**src/rtl/keypad_scanner.sv**
```systemverilog
// Matrix keypad front end: scans the columns, debounces whole frames and issues
// one valid/ready event carrying the translated key code for each accepted press.
module keypad_scanner #(
  parameter int ROWS      = 4,
  parameter int COLS      = 4,
  parameter int CODE_W    = 4,
  parameter int SCAN_DIV  = 1000,
  parameter int DEBOUNCE  = 4,
  parameter int TRANSLATE = 1
) (
  input  logic              clk,
  input  logic              rst_n,
  output logic [COLS-1:0]   col_drive,
  input  logic [ROWS-1:0]   row_sense,
  output logic [CODE_W-1:0] key_code,
  output logic              key_valid,
  input  logic              key_ready,
  output logic              key_held,
  output logic              multi_key,
  output logic              overrun
);

  localparam int KEYS   = ROWS * COLS;
  localparam int IDX_W  = (KEYS > 1) ? $clog2(KEYS) : 1;
  localparam int COL_W  = (COLS > 1) ? $clog2(COLS) : 1;
  localparam int SLOT_W = $clog2(SCAN_DIV);
  localparam int CNT_W  = $clog2(DEBOUNCE + 1);

  typedef enum logic [1:0] {IDLE, DEB_PRESS, HELD, DEB_REL} state_t;

  logic [ROWS-1:0]   sync1_reg, sync2_reg;
  logic              started_reg;
  logic [COL_W-1:0]  col_reg;
  logic [SLOT_W-1:0] slot_reg;
  logic [1:0]        acc_cnt_reg;
  logic [IDX_W-1:0]  acc_idx_reg;
  logic [1:0]        samp_cnt;
  logic [IDX_W-1:0]  samp_idx;
  logic              sample, frame_end, emit;
  state_t            state_reg, state_next;
  logic [CNT_W-1:0]  cnt_reg, cnt_next;
  logic [IDX_W-1:0]  cand_reg, cand_next;
  logic [CODE_W-1:0] key_code_reg;
  logic              key_valid_reg, multi_key_reg, overrun_reg;

  function automatic logic [CODE_W-1:0] map_code(input logic [IDX_W-1:0] idx);
    logic [3:0] calc;
    calc = 4'h0;
    if (TRANSLATE != 0) begin
      case (32'(idx))
        0:  calc = 4'h1;
        1:  calc = 4'h2;
        2:  calc = 4'h3;
        3:  calc = 4'hA;
        4:  calc = 4'h4;
        5:  calc = 4'h5;
        6:  calc = 4'h6;
        7:  calc = 4'hB;
        8:  calc = 4'h7;
        9:  calc = 4'h8;
        10: calc = 4'h9;
        11: calc = 4'hC;
        12: calc = 4'hE;
        13: calc = 4'h0;
        14: calc = 4'hF;
        default: calc = 4'hD;
      endcase
      return CODE_W'(calc);
    end
    return CODE_W'(idx);
  endfunction

  // Columns stay released until the first cycle after reset.
  generate
    for (genvar gi = 0; gi < COLS; gi++) begin : g_col
      assign col_drive[gi] = !(started_reg && col_reg == COL_W'(gi));
    end
  endgenerate

  assign sample    = started_reg && (slot_reg == SLOT_W'(SCAN_DIV - 1));
  assign frame_end = sample && (col_reg == COL_W'(COLS - 1));

  // Pressed-position count saturates at 2: only none/one/many matters.
  always_comb begin
    samp_cnt = acc_cnt_reg;
    samp_idx = acc_idx_reg;
    for (int r = 0; r < ROWS; r++) begin
      if (!sync2_reg[r]) begin
        if (samp_cnt != 2'd2) samp_cnt = samp_cnt + 2'd1;
        samp_idx = IDX_W'(r * COLS) + IDX_W'(col_reg);
      end
    end
  end

  always_ff @(posedge clk) begin
    if (!rst_n) begin
      sync1_reg   <= '1;
      sync2_reg   <= '1;
      started_reg <= 1'b0;
      col_reg     <= '0;
      slot_reg    <= '0;
      acc_cnt_reg <= '0;
      acc_idx_reg <= '0;
    end else begin
      sync1_reg <= row_sense;
      sync2_reg <= sync1_reg;
      if (!started_reg) begin
        started_reg <= 1'b1;
      end else if (sample) begin
        slot_reg    <= '0;
        col_reg     <= (col_reg == COL_W'(COLS - 1)) ? '0 : col_reg + COL_W'(1);
        acc_cnt_reg <= frame_end ? 2'd0 : samp_cnt;
        acc_idx_reg <= samp_idx;
      end else begin
        slot_reg <= slot_reg + SLOT_W'(1);
      end
    end
  end

  always_comb begin
    state_next = state_reg;
    cnt_next   = cnt_reg;
    cand_next  = cand_reg;
    emit       = 1'b0;
    if (frame_end) begin
      case (state_reg)
        IDLE: begin
          if (samp_cnt == 2'd1) begin
            cand_next = samp_idx;
            if (DEBOUNCE == 1) begin
              emit       = 1'b1;
              state_next = HELD;
            end else begin
              cnt_next   = CNT_W'(1);
              state_next = DEB_PRESS;
            end
          end
        end
        DEB_PRESS: begin
          if (samp_cnt == 2'd1 && samp_idx == cand_reg) begin
            cnt_next = cnt_reg + CNT_W'(1);
            if (cnt_reg + CNT_W'(1) == CNT_W'(DEBOUNCE)) begin
              emit       = 1'b1;
              state_next = HELD;
            end
          end else begin
            state_next = IDLE;
          end
        end
        HELD: begin
          if (samp_cnt == 2'd0) begin
            cnt_next   = CNT_W'(1);
            state_next = (DEBOUNCE == 1) ? IDLE : DEB_REL;
          end
        end
        default: begin
          if (samp_cnt == 2'd0) begin
            cnt_next = cnt_reg + CNT_W'(1);
            if (cnt_reg + CNT_W'(1) == CNT_W'(DEBOUNCE)) state_next = IDLE;
          end else begin
            state_next = HELD;
          end
        end
      endcase
    end
  end

  always_ff @(posedge clk) begin
    if (!rst_n) begin
      state_reg <= IDLE;
      cnt_reg   <= '0;
      cand_reg  <= '0;
    end else begin
      state_reg <= state_next;
      cnt_reg   <= cnt_next;
      cand_reg  <= cand_next;
    end
  end

  // A new event may replace one being accepted in the same cycle; otherwise it is dropped.
  always_ff @(posedge clk) begin
    if (!rst_n) begin
      key_code_reg  <= '0;
      key_valid_reg <= 1'b0;
      multi_key_reg <= 1'b0;
      overrun_reg   <= 1'b0;
    end else begin
      if (frame_end) multi_key_reg <= (samp_cnt == 2'd2);
      if (emit) begin
        if (!key_valid_reg || key_ready) begin
          key_code_reg  <= map_code(cand_next);
          key_valid_reg <= 1'b1;
          if (key_valid_reg) overrun_reg <= 1'b0;
        end else begin
          overrun_reg <= 1'b1;
        end
      end else if (key_valid_reg && key_ready) begin
        key_valid_reg <= 1'b0;
        overrun_reg   <= 1'b0;
      end
    end
  end

  assign key_code  = key_code_reg;
  assign key_valid = key_valid_reg;
  assign multi_key = multi_key_reg;
  assign overrun   = overrun_reg;
  assign key_held  = (state_reg == HELD) || (state_reg == DEB_REL);

endmodule

```
**config.mk**
```make
export PLATFORM = sky130hd
export DESIGN_NAME = keypad_scanner
export DESIGN_NICKNAME = d
export VERILOG_FILES = /design/src/rtl/keypad_scanner.sv
export SDC_FILE = /design/constraint.sdc
export NUM_CORES = 1
export LEC_CHECK = 0
export BUFFER_PORTS_ARGS = -buffer_cell sky130_fd_sc_hd__buf_2
export CELL_PAD_IN_SITES_DETAIL_PLACEMENT = 1
export CELL_PAD_IN_SITES_GLOBAL_PLACEMENT = 2
export CORE_UTILIZATION = 35
export DETAILED_ROUTE_END_ITERATION = 12
export PLACE_DENSITY_LB_ADDON = 0.1
export SLEW_MARGIN = 20
export SYNTH_ARGS = -nofsm -noshare
export SYNTH_HDL_FRONTEND = slang
export SYNTH_SLANG_ARGS = --single-unit
```
**constraint.sdc**
```tcl
create_clock -name clk -period 9.26 [get_ports clk]
set_clock_uncertainty 0.1 [all_clocks]
set_input_delay 0.926 -clock clk [delete_from_list [all_inputs] [get_ports clk]]
set_output_delay 0.926 -clock clk [all_outputs]
set_load 0.01 [all_outputs]
```
Yosys cells after proc, flatten, opt, wreduce, memory -nomap -nowiden
Memory sizes are Yosys's and may differ from the RTL's. A register that Yosys moved wholly into a read port is not among the register bits. Index checks and enable logic that the tools add are counted.

Logic and storage cells: 114. Bits in registers: 39. Memories: 1. Output and inout port bits: 12. ROM bits: 64.

Memory list: (name not given) (words 16, bits a word 4, rd ports 1, clocked after Yosys merged registers in 1, wr ports 0, RTL line 50) `case (32'(idx))`.

Add/sub/neg operators: 10. Equal/unequal tests: 22. Mux-type cells: 41. Reductions and logical operators: 27.

Operator list (number): 2-to-1 mux 2 bit (16); 2-to-1 mux 4 bit (7); != test 2 bit (second input constant) (7); 2-to-1 mux 3 bit (4); 2-to-1 mux 1 bit (11); adder 10 x 1 -> 10 bit (second input constant) (1); adder 2 x 1 -> 2 bit (second input constant) (5); equality test 10 bit (second input constant) (1); equality test 2 bit (second input constant) (5); 2-to-1 mux 10 bit (1); AND reduction 5 bit (2); one-hot mux 3 bit (3 select lines) (1); logical AND 1 bit (8); AND reduction 2 bit (4); equality test 2 x 1 -> 1 bit (second input constant) (3); zero test 1 bit (6); zero test 2 bit (3); != test 3 bit (second input constant) (2); one-hot mux 2 bit (3 select lines) (1); != test 5 x 2 -> 1 bit (second input constant) (1); adder 3 x 2 -> 4 bit (first input constant) (1); adder 3 x 3 -> 4 bit (first input constant) (1); adder 4 x 2 -> 4 bit (first input constant) (1); equality test 4 bit (1); other kinds (6) (7).

Depth between registers and ports, before layout
Gate-level depths: netlist (run 1).

Depth after elaboration: 19. Depth in mapped cells: 18.

Least setup slack after synthesis (run 1)
OpenSTA, ideal clock, no wires.

Path kind: reg2reg. Start point: reg acc_cnt_reg[0]. End point: reg key_code_reg[2] (netlist: key_code[2]). Arrival time: 3.664 ns. Setup slack: 5.422 ns. Setup time: 0.074 ns. Stages on the path, launching flop included: 18. Required time: 9.086 ns. Buffers on the path: 1. Cell sequence: dfxtp_1 > inv_1 > ha_1 > mux2i_1 > clkbuf_1 > nand2_1 > a2bb2oi_1 > o22ai_1 > a21oi_1 > ha_1 > inv_1 > a21oi_1 > a211oi_2 > mux2i_1 > inv_1 > ha_1 > or3b_1 > a31oi_1.

Elaborated cells between the ends (all ways): 25.

RTL lines: start, declared (RTL line 35) `logic [1:0] acc_cnt_reg;`; start signal, assigned (RTL line 112) `acc_cnt_reg <= frame_end ? 2'd0 : samp_cnt;`; adder 2 x 1 -> 2 bit / != test 2 bit (equally long branches) (RTL line 89) `if (samp_cnt != 2'd2) samp_cnt = samp_cnt + 2'd1;`; 2-to-1 mux 2 bit (RTL line 89); 2-to-1 mux 2 bit * (RTL line 88) `if (!sync2_reg[r]) begin`; adder 2 x 1 -> 2 bit / != test 2 bit (equally long branches) (RTL line 89); 2-to-1 mux 2 bit (RTL line 89); 2-to-1 mux 2 bit * (RTL line 88); adder 2 x 1 -> 2 bit / != test 2 bit (equally long branches) (RTL line 89); 2-to-1 mux 2 bit (RTL line 89); 2-to-1 mux 2 bit * (RTL line 88); adder 2 x 1 -> 2 bit / != test 2 bit (equally long branches) (RTL line 89); 2-to-1 mux 2 bit (RTL line 89); 2-to-1 mux 2 bit * (RTL line 88); equality test 2 x 1 -> 1 bit * (RTL line 128) `if (samp_cnt == 2'd1) begin`; 2-to-1 mux 4 bit * (RTL line 128); 2-to-1 mux 4 bit * (RTL line 126) `case (state_reg)`; 2-to-1 mux 4 bit * (RTL line 125) `if (frame_end) begin`; via cand_next[0] (RTL line 42) `logic [IDX_W-1:0] cand_reg, cand_next;`; end, declared (RTL line 43) `logic [CODE_W-1:0] key_code_reg;`.

Mark *: on every way through the listed nets, which the timed path passes. The rest lies on a longest branch. A chain may end at the register's enable or synchronous reset.

Final worst setup path (run 1)
Ends and elaborated chain as after synthesis.

==> results.toml, run 1 <==
[status]
status = "finished, final reports clean"

[cts]
numCtsBuffers = 5
insertion_delay_ns = 0.29
htreeDepth = 2
clockBufferDepth = 2
ctsResizeCount = 0
cts.root.buffer_cell = "clkbuf_8"
clk_pin_slew_ns = 0.08
cts-hold-fix-buffers = 0
postCtsSetupRepairBufs = 0
clkSinkCount = 43
cts_tree = "yes"

[detailed_routing]
remaining_drc_errors = 0
drt_first_iter_violations = 46
final_antenna_net_count = 0
vias_per_cell = 5.25
dr.pass1.iters = 4
route.final.wire_length_um = 6320
post_drt_wl_per_cell_um = 14.9
num_vias = 2233

[logic_synthesis]
synth.distinct_cells = 70
syn-instance-count = 315
synth_compound_area_frac = 0.168
synthArstFlopShare = 0
synth_top_family_by_area = "simple AND/OR/NAND/NOR gates"
synth_fp_nets = 340
synth_xor_area_frac = 0.0327
synthAdderAreaFrac = 0.0841
ys_warn_count = 0
synth.area.mux_share = 0.0710
yosys.area_share.simple = 0.259
ys_top_cells_by_area = "dfxtp_1 (32%), ha_1 (8.4%), nand2_1 (5.0%), mux2i_1 (4.9%), a21oi_1 (4.3%)"
syn_area_um2 = 2680
synth_top_area_frac = 0.321
synth.ff_latch_count = 43
synth-main-ff-cell = "dfxtp_1"
yosys-top-cells-count = "dfxtp_1 (43), nand2_1 (36), nor2_1 (29)"
synth_edf_count = 0
avgSynthCellArea_um2 = 8.50
synth_top_area_cell = "dfxtp_1"
synth_most_common_cell = "dfxtp_1"
seq_area_frac_synth = 0.321

[layout]
drive_gt1_frac = 0.135
area_growth_pct = 6.87
fin_area_um2 = 2860
num_antenna_cells = 0
layout.nets = 350
final_util = 0.391
largest_register_ffs = 10

[grt]
grtUsageTotal = 0.173
grt-ovfl-total = 0
grt_pass1_vias = 2144
grt_pass1_wl_um = 10500
antenna_found_initial = 0
grt_max_degree = 26

[sta]
finalSetupTns_ns = 0
relSlewSlack = 0.438
grt_setup_unrepaired = "false"
holdWs_ns = 0.312
finalCriticalPeriod_ns = 4.61
fin_crit_sh = 0.498
hold_viol_final = 0
worstMarginPinSlew_ns = 0.820
max_freq_mhz = 217
fin_ws_ns = 4.65
slew_viol_final = 0
setup_viol = 0

[die]
std_cell_rows = 31
io_pins = 19
initial_core_util = 0.365
fp.dieH_um = 89.5
core_region_area_um2 = 7330
die_x_um = 89.5
die_area_um2 = 8010

[worst_hold_path]
worstHoldPathCells = 1
hold_class = "flop to flop"

[placement]
dp.final_hpwl_um = 4730
place.gp.congestion = 0.723
io_buffers = 18
placed_cell_area_um2 = 2780
dpl_worst_slack_ns = 4.65

[critical_path]
worstPathArrival_ns = 4.73
startpoint_type = "flop"
path_max_fanout = 11
cp-end-kind = "flop"
r2r_end = "key_code[2]$_SDFFE_PN0P_"
cp-endpoint = "key_code[2]$_SDFFE_PN0P_"
startpoint = "acc_cnt_reg[0]$_SDFFE_PN0P_"
path_class = "flop to flop"
r2r_start = "acc_cnt_reg[0]$_SDFFE_PN0P_"
reg2reg_slack_ns = 4.65
required_ns = 9.38
reg2regPathDepth = 16

[flow_run]
maxCapViolCount = 0

[power]
p_leak_nw = 1.14
ir_drop_v = 0.0000461
power.density_nw_per_um2 = 118
[metal layers]
layer  global-route usage  share of wire  wire, um  vias up
met4               0.0476          0.010        63        0
met3               0.0332          0.016        99        5
met2                0.303           0.50      3130       15
met5                    0              0         0        -
met1                0.215           0.48      3030     1080
li1                     -              -         -     1133
[cell type report]
| type | count | area, um^2 |
|---|---|---|
| multi-input cells | 242 | 1650 |
| clock inverters | 1 | 5.00 |
| fillers | 880 | 4470 |
| flip-flops and latches | 43 | 861 |
| inverters | 14 | 52.6 |
| repair buffers | 19 | 97.6 |
| well taps | 99 | 124 |
| clock buffers | 7 | 76.3 |
[worst min path at each step]
stage,endpoint,startpoint,slack [ns]
3_5_place_dp,sync2_reg[0]$_SDFF_PN1_,sync1_reg[0]$_SDFF_PN1_,0.30
2_1_floorplan,sync2_reg[0]$_SDFF_PN1_,sync1_reg[0]$_SDFF_PN1_,0.29
5_1_grt,sync2_reg[2]$_SDFF_PN1_,sync1_reg[2]$_SDFF_PN1_,0.33
3_3_place_gp,sync2_reg[0]$_SDFF_PN1_,sync1_reg[0]$_SDFF_PN1_,0.30
6_report,sync2_reg[1]$_SDFF_PN1_,sync1_reg[1]$_SDFF_PN1_,0.31
4_1_cts,sync2_reg[1]$_SDFF_PN1_,sync1_reg[1]$_SDFF_PN1_,0.32
[report_power, final]
part           switching, W  internal (W)  leakage (nW)  total [W]
clock network     0.0000644     0.0000531        0.0422   0.000117
registers        0.00000495      0.000187         0.349   0.000192
logic             0.0000156     0.0000115         0.750  0.0000271
[cells in the final DEF (no fill, tap or decap), types with 10 or more instances in the layout]
cell,count
dfxtp_1,43
nand2_1,36
nor2_1,29
a21oi_1,23
ha_1,18
buf_2,18
inv_1,13
mux2i_1,13
o21ai_0,13
nand2b_1,10
[per-stage QoR]
stage / instances / total power (W)
3_5_place_dp: 417 / 0.000224
5_1_grt: 425 / 0.000355
2_1_floorplan: 315 / 0.000218
4_1_cts: 425 / 0.000346
3_3_place_gp: 417 / 0.000224
6_report: 425 / 0.000337
[cell families (layout without fill, tap and decap cells)]
kind of cell,Yosys count,count (layout)
simple gates,127,127
compound gates,69,69
xor+xnor,10,10
flops,43,43
buf+inv,30,41
fa+ha+maj,18,18
mux,18,18
[worst max-delay path, cell delays in order, from the launching register on]
cell	delay, ns
dfxtp_1	0.46
inv_1	0.12
ha_1	0.33
mux2i_1	0.63
nand2_1	0.15
a2bb2oi_1	0.18
o22ai_1	0.14
a21oi_1	0.06
ha_1	0.33
inv_1	0.09
a21oi_1	0.09
a211oi_2	0.40
mux2i_1	0.56
inv_1	0.13
ha_1	0.24
or3b_1	0.38
a31oi_1	0.15
Note: power is estimated with default switching activity, not from simulation.
==> run 2: changes to the inputs <==
==> constraint.sdc (replaced) <==
create_clock -name clk -period 4.62 [get_ports clk]
set_clock_uncertainty 0.1 [all_clocks]
set_input_delay 0.462 -clock clk [delete_from_list [all_inputs] [get_ports clk]]
set_output_delay 0.462 -clock clk [all_outputs]
set_load 0.01 [all_outputs]
==> results.toml, run 2 (synthesized netlist as in run 1, its figures left out) <==
[sta]
relSlewSlack = 0.530
fin_crit_sh = 0.916
grt_setup_unrepaired = "false"
hold_viol_final = 0
setup_viol = 0
max_freq_mhz = 236
slew_viol_final = 0
worstMarginPinSlew_ns = 0.703
finalSetupTns_ns = 0
finalCriticalPeriod_ns = 4.23

[critical_path]
startpoint_type = "flop"
cp_common_cell = "ha_1"
critPathBufInv = 2
worstPathArrival_ns = 4.36
path_max_fanout = 8
crit_family = "compound AO/OA/AOI/OAI gates"
cp-end-kind = "flop"
path_class = "flop to flop"
required_ns = 4.75
reg2regPathDepth = 16
startpoint = "acc_cnt_reg[0]$_SDFFE_PN0P_"
crit_slowest_cell = "or4_1"
r2r_start = "acc_cnt_reg[0]$_SDFFE_PN0P_"
path_cells = "inv_1, ha_1, mux2i_1, nand2_1, a2bb2oi_1, o22ai_1, a21oi_1, ha_1, inv_1, a21oi_1, a211oi_2, mux2i_1, ha_1, nor2b_1, or4_1, a31oi_1"
reg2reg_slack_ns = 0.39
slowest_delay_ns = 0.50
r2r_end = "key_code[1]$_SDFFE_PN0P_"

[grt]
use_met2 = 0.305
grt_max_degree = 26
grtUsageMet1 = 0.224
grt_pass1_wl_um = 10700
antenna_found_initial = 0
grt_pass1_vias = 2207
grt.met3_usage = 0.0305
grtUsageTotal = 0.174
grt.busiest_layer = "met2"
grt-ovfl-total = 0

[layout]
final_util = 0.397
drive_gt1_frac = 0.148
fin_area_um2 = 2910
largest_register_ffs = 10
layout.nets = 354
num_antenna_cells = 0
finalNonFillerCells = 429
seq_area_um2 = 861
multiInputGateArea_um2 = 1650
final_common_cell = "dfxtp_1"
area_growth_pct = 8.69
fill_cells = 883
final_cell_mix = "dfxtp_1 (43), nand2_1 (36), nor2_1 (29)"

[die]
io_pins = 19
core_region_area_um2 = 7330
std_cell_rows = 31
die_x_um = 89.5
initial_core_util = 0.365
fp.dieH_um = 89.5
die_area_um2 = 8010

[cts]
postCtsSetupRepairBufs = 0
numCtsBuffers = 5
cts-hold-fix-buffers = 0
clockBufferDepth = 2
clkSinkCount = 43
cts_tree = "yes"
clk_pin_slew_ns = 0.08
ctsResizeCount = 0
cts.root.buffer_cell = "clkbuf_8"
insertion_delay_ns = 0.30
htreeDepth = 2

[placement]
dp.final_hpwl_um = 4730
placed_cell_area_um2 = 2810
dp.cells = 421
place.gp.congestion = 0.764
io_buffers = 18

[detailed_routing]
num_vias = 2208
post_drt_wl_per_cell_um = 14.9
dr.pass1.iters = 4
route.final.wire_length_um = 6380
vias_per_cell = 5.15
remaining_drc_errors = 0
drt_first_iter_violations = 70
final_antenna_net_count = 0

[worst_hold_path]
hold_class = "input pin to flop"
worstHoldStart = "row_sense[3]"
worstHoldPathCells = 2
min_to = "sync1_reg[3]$_SDFF_PN1_"

[power]
ir_drop_v = 0.0000970
p_leak_nw = 1.17
finalPower_w = 0.000708
power.density_nw_per_um2 = 243

[flow_run]
maxCapViolCount = 0

[status]
status = "finished, final reports clean"
==> run 2: cell types whose count changed in the layout (fill, tap and decap cells not counted) <==
| cell | previous run | this run |
|---|---|---|
| buf_4 | 1 | 5 |
| clkbuf_1 | 2 | 1 |
| clkbuf_8 | 5 | 7 |
| clkinv_2 | 1 | 0 |
==> run 2: worst max path at each step <==
stage                                           to  cells past startpoint  slack (ns)
after global placement    key_code[2]$_SDFFE_PN0P_                     16        0.54
final                     key_code[1]$_SDFFE_PN0P_                     16        0.39
after CTS                 key_code[1]$_SDFFE_PN0P_                     16        0.37
after detailed placement  key_code[1]$_SDFFE_PN0P_                     16        0.40
after global routing      key_code[2]$_SDFFE_PN0P_                     16        0.01
after floorplan           key_code[2]$_SDFFE_PN0P_                     17        0.78
==> run 2: per-stage QoR <==
step	hold slack, ns	worst slack [ns]
after CTS	0.240	0.367
after global placement	0.291	0.537
after global routing	0.250	0.0103
after detailed placement	0.294	0.404
after floorplan	0.286	0.782
final	0.242	0.388
==> run 2: per-layer routing <==
metal	wire length, um	part of all wire	vias to the layer above
met4	56	0.0088	0
met2	2990	0.47	16
li1	-	-	1145
met5	0	0	-
met1	3220	0.50	1041
met3	121	0.019	6
==> run 2: layout make-up <==
type,count,area share
repair buffers,23,0.0438
flip-flops and latches,43,0.296
inverters,14,0.0180
multi-input cells,242,0.566
well taps,99,0.0425
clock buffers,8,0.0344
==> run 2: report_power, final <==
| part | switching, W | total, W | internal, W |
|---|---|---|---|
| logic | 0.0000322 | 0.0000556 | 0.0000234 |
| clock network | 0.000131 | 0.000268 | 0.000137 |
| registers | 0.00000943 | 0.000385 | 0.000375 |
==> run 3: changes to the inputs <==
--- a/config.mk
+++ b/config.mk
@@ -11,6 +11,7 @@
 export CORE_UTILIZATION = 35
 export DETAILED_ROUTE_END_ITERATION = 12
 export PLACE_DENSITY_LB_ADDON = 0.1
+export RECOVER_POWER = 100
 export SLEW_MARGIN = 20
 export SYNTH_ARGS = -nofsm -noshare
 export SYNTH_HDL_FRONTEND = slang
==> results.toml, run 3 (synthesized netlist as in run 1, its figures left out) <==
[critical_path]
cp-end-kind = "flop"
path_cells = "inv_1, ha_1, mux2i_1, nand2_1, a2bb2oi_1, o22ai_1, a21oi_1, ha_1, inv_1, a21oi_1, a211oi_2, mux2i_1, ha_1, nor2b_1, or4_1, a31oi_1"
crit_slowest_cell = "or4_1"
worstPathArrival_ns = 4.37
required_ns = 4.75
path_class = "flop to flop"
slowest_delay_ns = 0.50
startpoint_type = "flop"
path_max_fanout = 8
crit_family = "compound AO/OA/AOI/OAI gates"
cp_common_cell = "ha_1"
critPathBufInv = 2

[cts]
htreeDepth = 2
cts.root.buffer_cell = "clkbuf_8"
clkSinkCount = 43
cts_tree = "yes"
clockBufferDepth = 2
insertion_delay_ns = 0.29
ctsResizeCount = 0
numCtsBuffers = 5
postCtsSetupRepairBufs = 0
clk_pin_slew_ns = 0.08
cts-hold-fix-buffers = 0

[grt]
grtUsageTotal = 0.174
antenna_found_initial = 0
grt-ovfl-total = 0
grt_pass1_wl_um = 10700
grt_pass1_vias = 2207
grt_max_degree = 26

[detailed_routing]
remaining_drc_errors = 0
drt_first_iter_violations = 56
num_vias = 2214
post_drt_wl_per_cell_um = 14.9
final_antenna_net_count = 0
route.final.wire_length_um = 6370
vias_per_cell = 5.16
dr.pass1.iters = 4

[die]
die_x_um = 89.5
fp.dieH_um = 89.5
std_cell_rows = 31
io_pins = 19
initial_core_util = 0.365
core_region_area_um2 = 7330
die_area_um2 = 8010

[sta]
hold_viol_final = 0
setup_viol = 0
fin_crit_sh = 0.917
relSlewSlack = 0.271
finalCriticalPeriod_ns = 4.24
grt_setup_unrepaired = "false"
slew_viol_final = 0
worstMarginPinSlew_ns = 1.09
finalSetupTns_ns = 0
max_freq_mhz = 236

[status]
status = "finished, final reports clean"

[layout]
area_growth_pct = 7.05
final_cell_mix = "dfxtp_1 (43), nand2_1 (36), nor2_1 (29)"
final_common_cell = "dfxtp_1"
layout.nets = 354
num_antenna_cells = 0
drive_gt1_frac = 0.0939
largest_register_ffs = 10

[power]
power.density_nw_per_um2 = 246
p_leak_nw = 1.10
clkPwrFrac = 0.379
pwr-share-comb = 0.075
ir_drop_v = 0.0000969
finalPower_w = 0.000705
seqPwrFrac = 0.546
netSwitchingFraction = 0.243
p_switching_w = 0.000172
power.internal_w = 0.000534

[placement]
place.gp.congestion = 0.764
dp.final_hpwl_um = 4730
io_buffers = 18

[worst_hold_path]
hold_class = "input pin to flop"

[flow_run]
maxCapViolCount = 0
==> run 3: cell types whose count changed in the layout (fill, tap and decap cells not counted), sizes merged <==
cell / change
buf: -14
clkbuf: +14
==> run 3: routing by layer <==
layer  wire length, um  global-route usage  share of wire  vias up
li1                  -                   -              -     1147
met1              3210               0.224           0.50     1045
met2              2990               0.305           0.47       18
met3               117              0.0305          0.018        4
met4                53              0.0346         0.0083        0
met5                 0                   0              0        -
==> run 3: through the flow <==
| step | utilization | std cells | area, um^2 | setup WS (ns) | hold WS (ns) |
|---|---|---|---|---|---|
| 2_1_floorplan | - | 315 | 2680 | 0.782 | 0.286 |
| 3_3_place_gp | 0.384 | 421 | 2810 | 0.537 | 0.291 |
| 3_5_place_dp | 0.384 | 421 | 2810 | 0.404 | 0.294 |
| 4_1_cts | 0.397 | 429 | 2910 | 0.367 | 0.240 |
| 5_1_grt | 0.391 | 429 | 2870 | 0.00819 | 0.250 |
| 6_report | 0.391 | 429 | 2870 | 0.382 | 0.243 |
==> run 3: power by group through the flow <==
stage / logic (W) / registers [W] / clock network (W)
2_1_floorplan: 0.0000500 / 0.000387 / 0
3_3_place_gp: 0.0000557 / 0.000394 / 0
3_5_place_dp: 0.0000561 / 0.000394 / 0
4_1_cts: 0.0000563 / 0.000385 / 0.000277
5_1_grt: 0.0000597 / 0.000386 / 0.000291
6_report: 0.0000528 / 0.000385 / 0.000267
==> run 3: final cells by class <==
type | count | area [um^2]
Tap cell | 99 | 124
Clock buffer | 8 | 100
Fill cell | 892 | 4460
Multi-Input combinational cell | 242 | 1620
Timing Repair Buffer | 23 | 108
Inverter | 14 | 52.6
Sequential cell | 43 | 861
==> run 3: path summary, 6_finish.rpt <==
path                                                  start                  endpoint  slack, ns  cells past startpoint
worst min register to register      sync1_reg[3]$_SDFF_PN1_   sync2_reg[3]$_SDFF_PN1_       0.31                      1
worst max register to register  acc_cnt_reg[0]$_SDFFE_PN0P_  key_code[1]$_SDFFE_PN0P_       0.38                     16
worst max-delay path            acc_cnt_reg[0]$_SDFFE_PN0P_  key_code[1]$_SDFFE_PN0P_       0.38                     16
worst min-delay path                           row_sense[3]   sync1_reg[3]$_SDFF_PN1_       0.24                      2
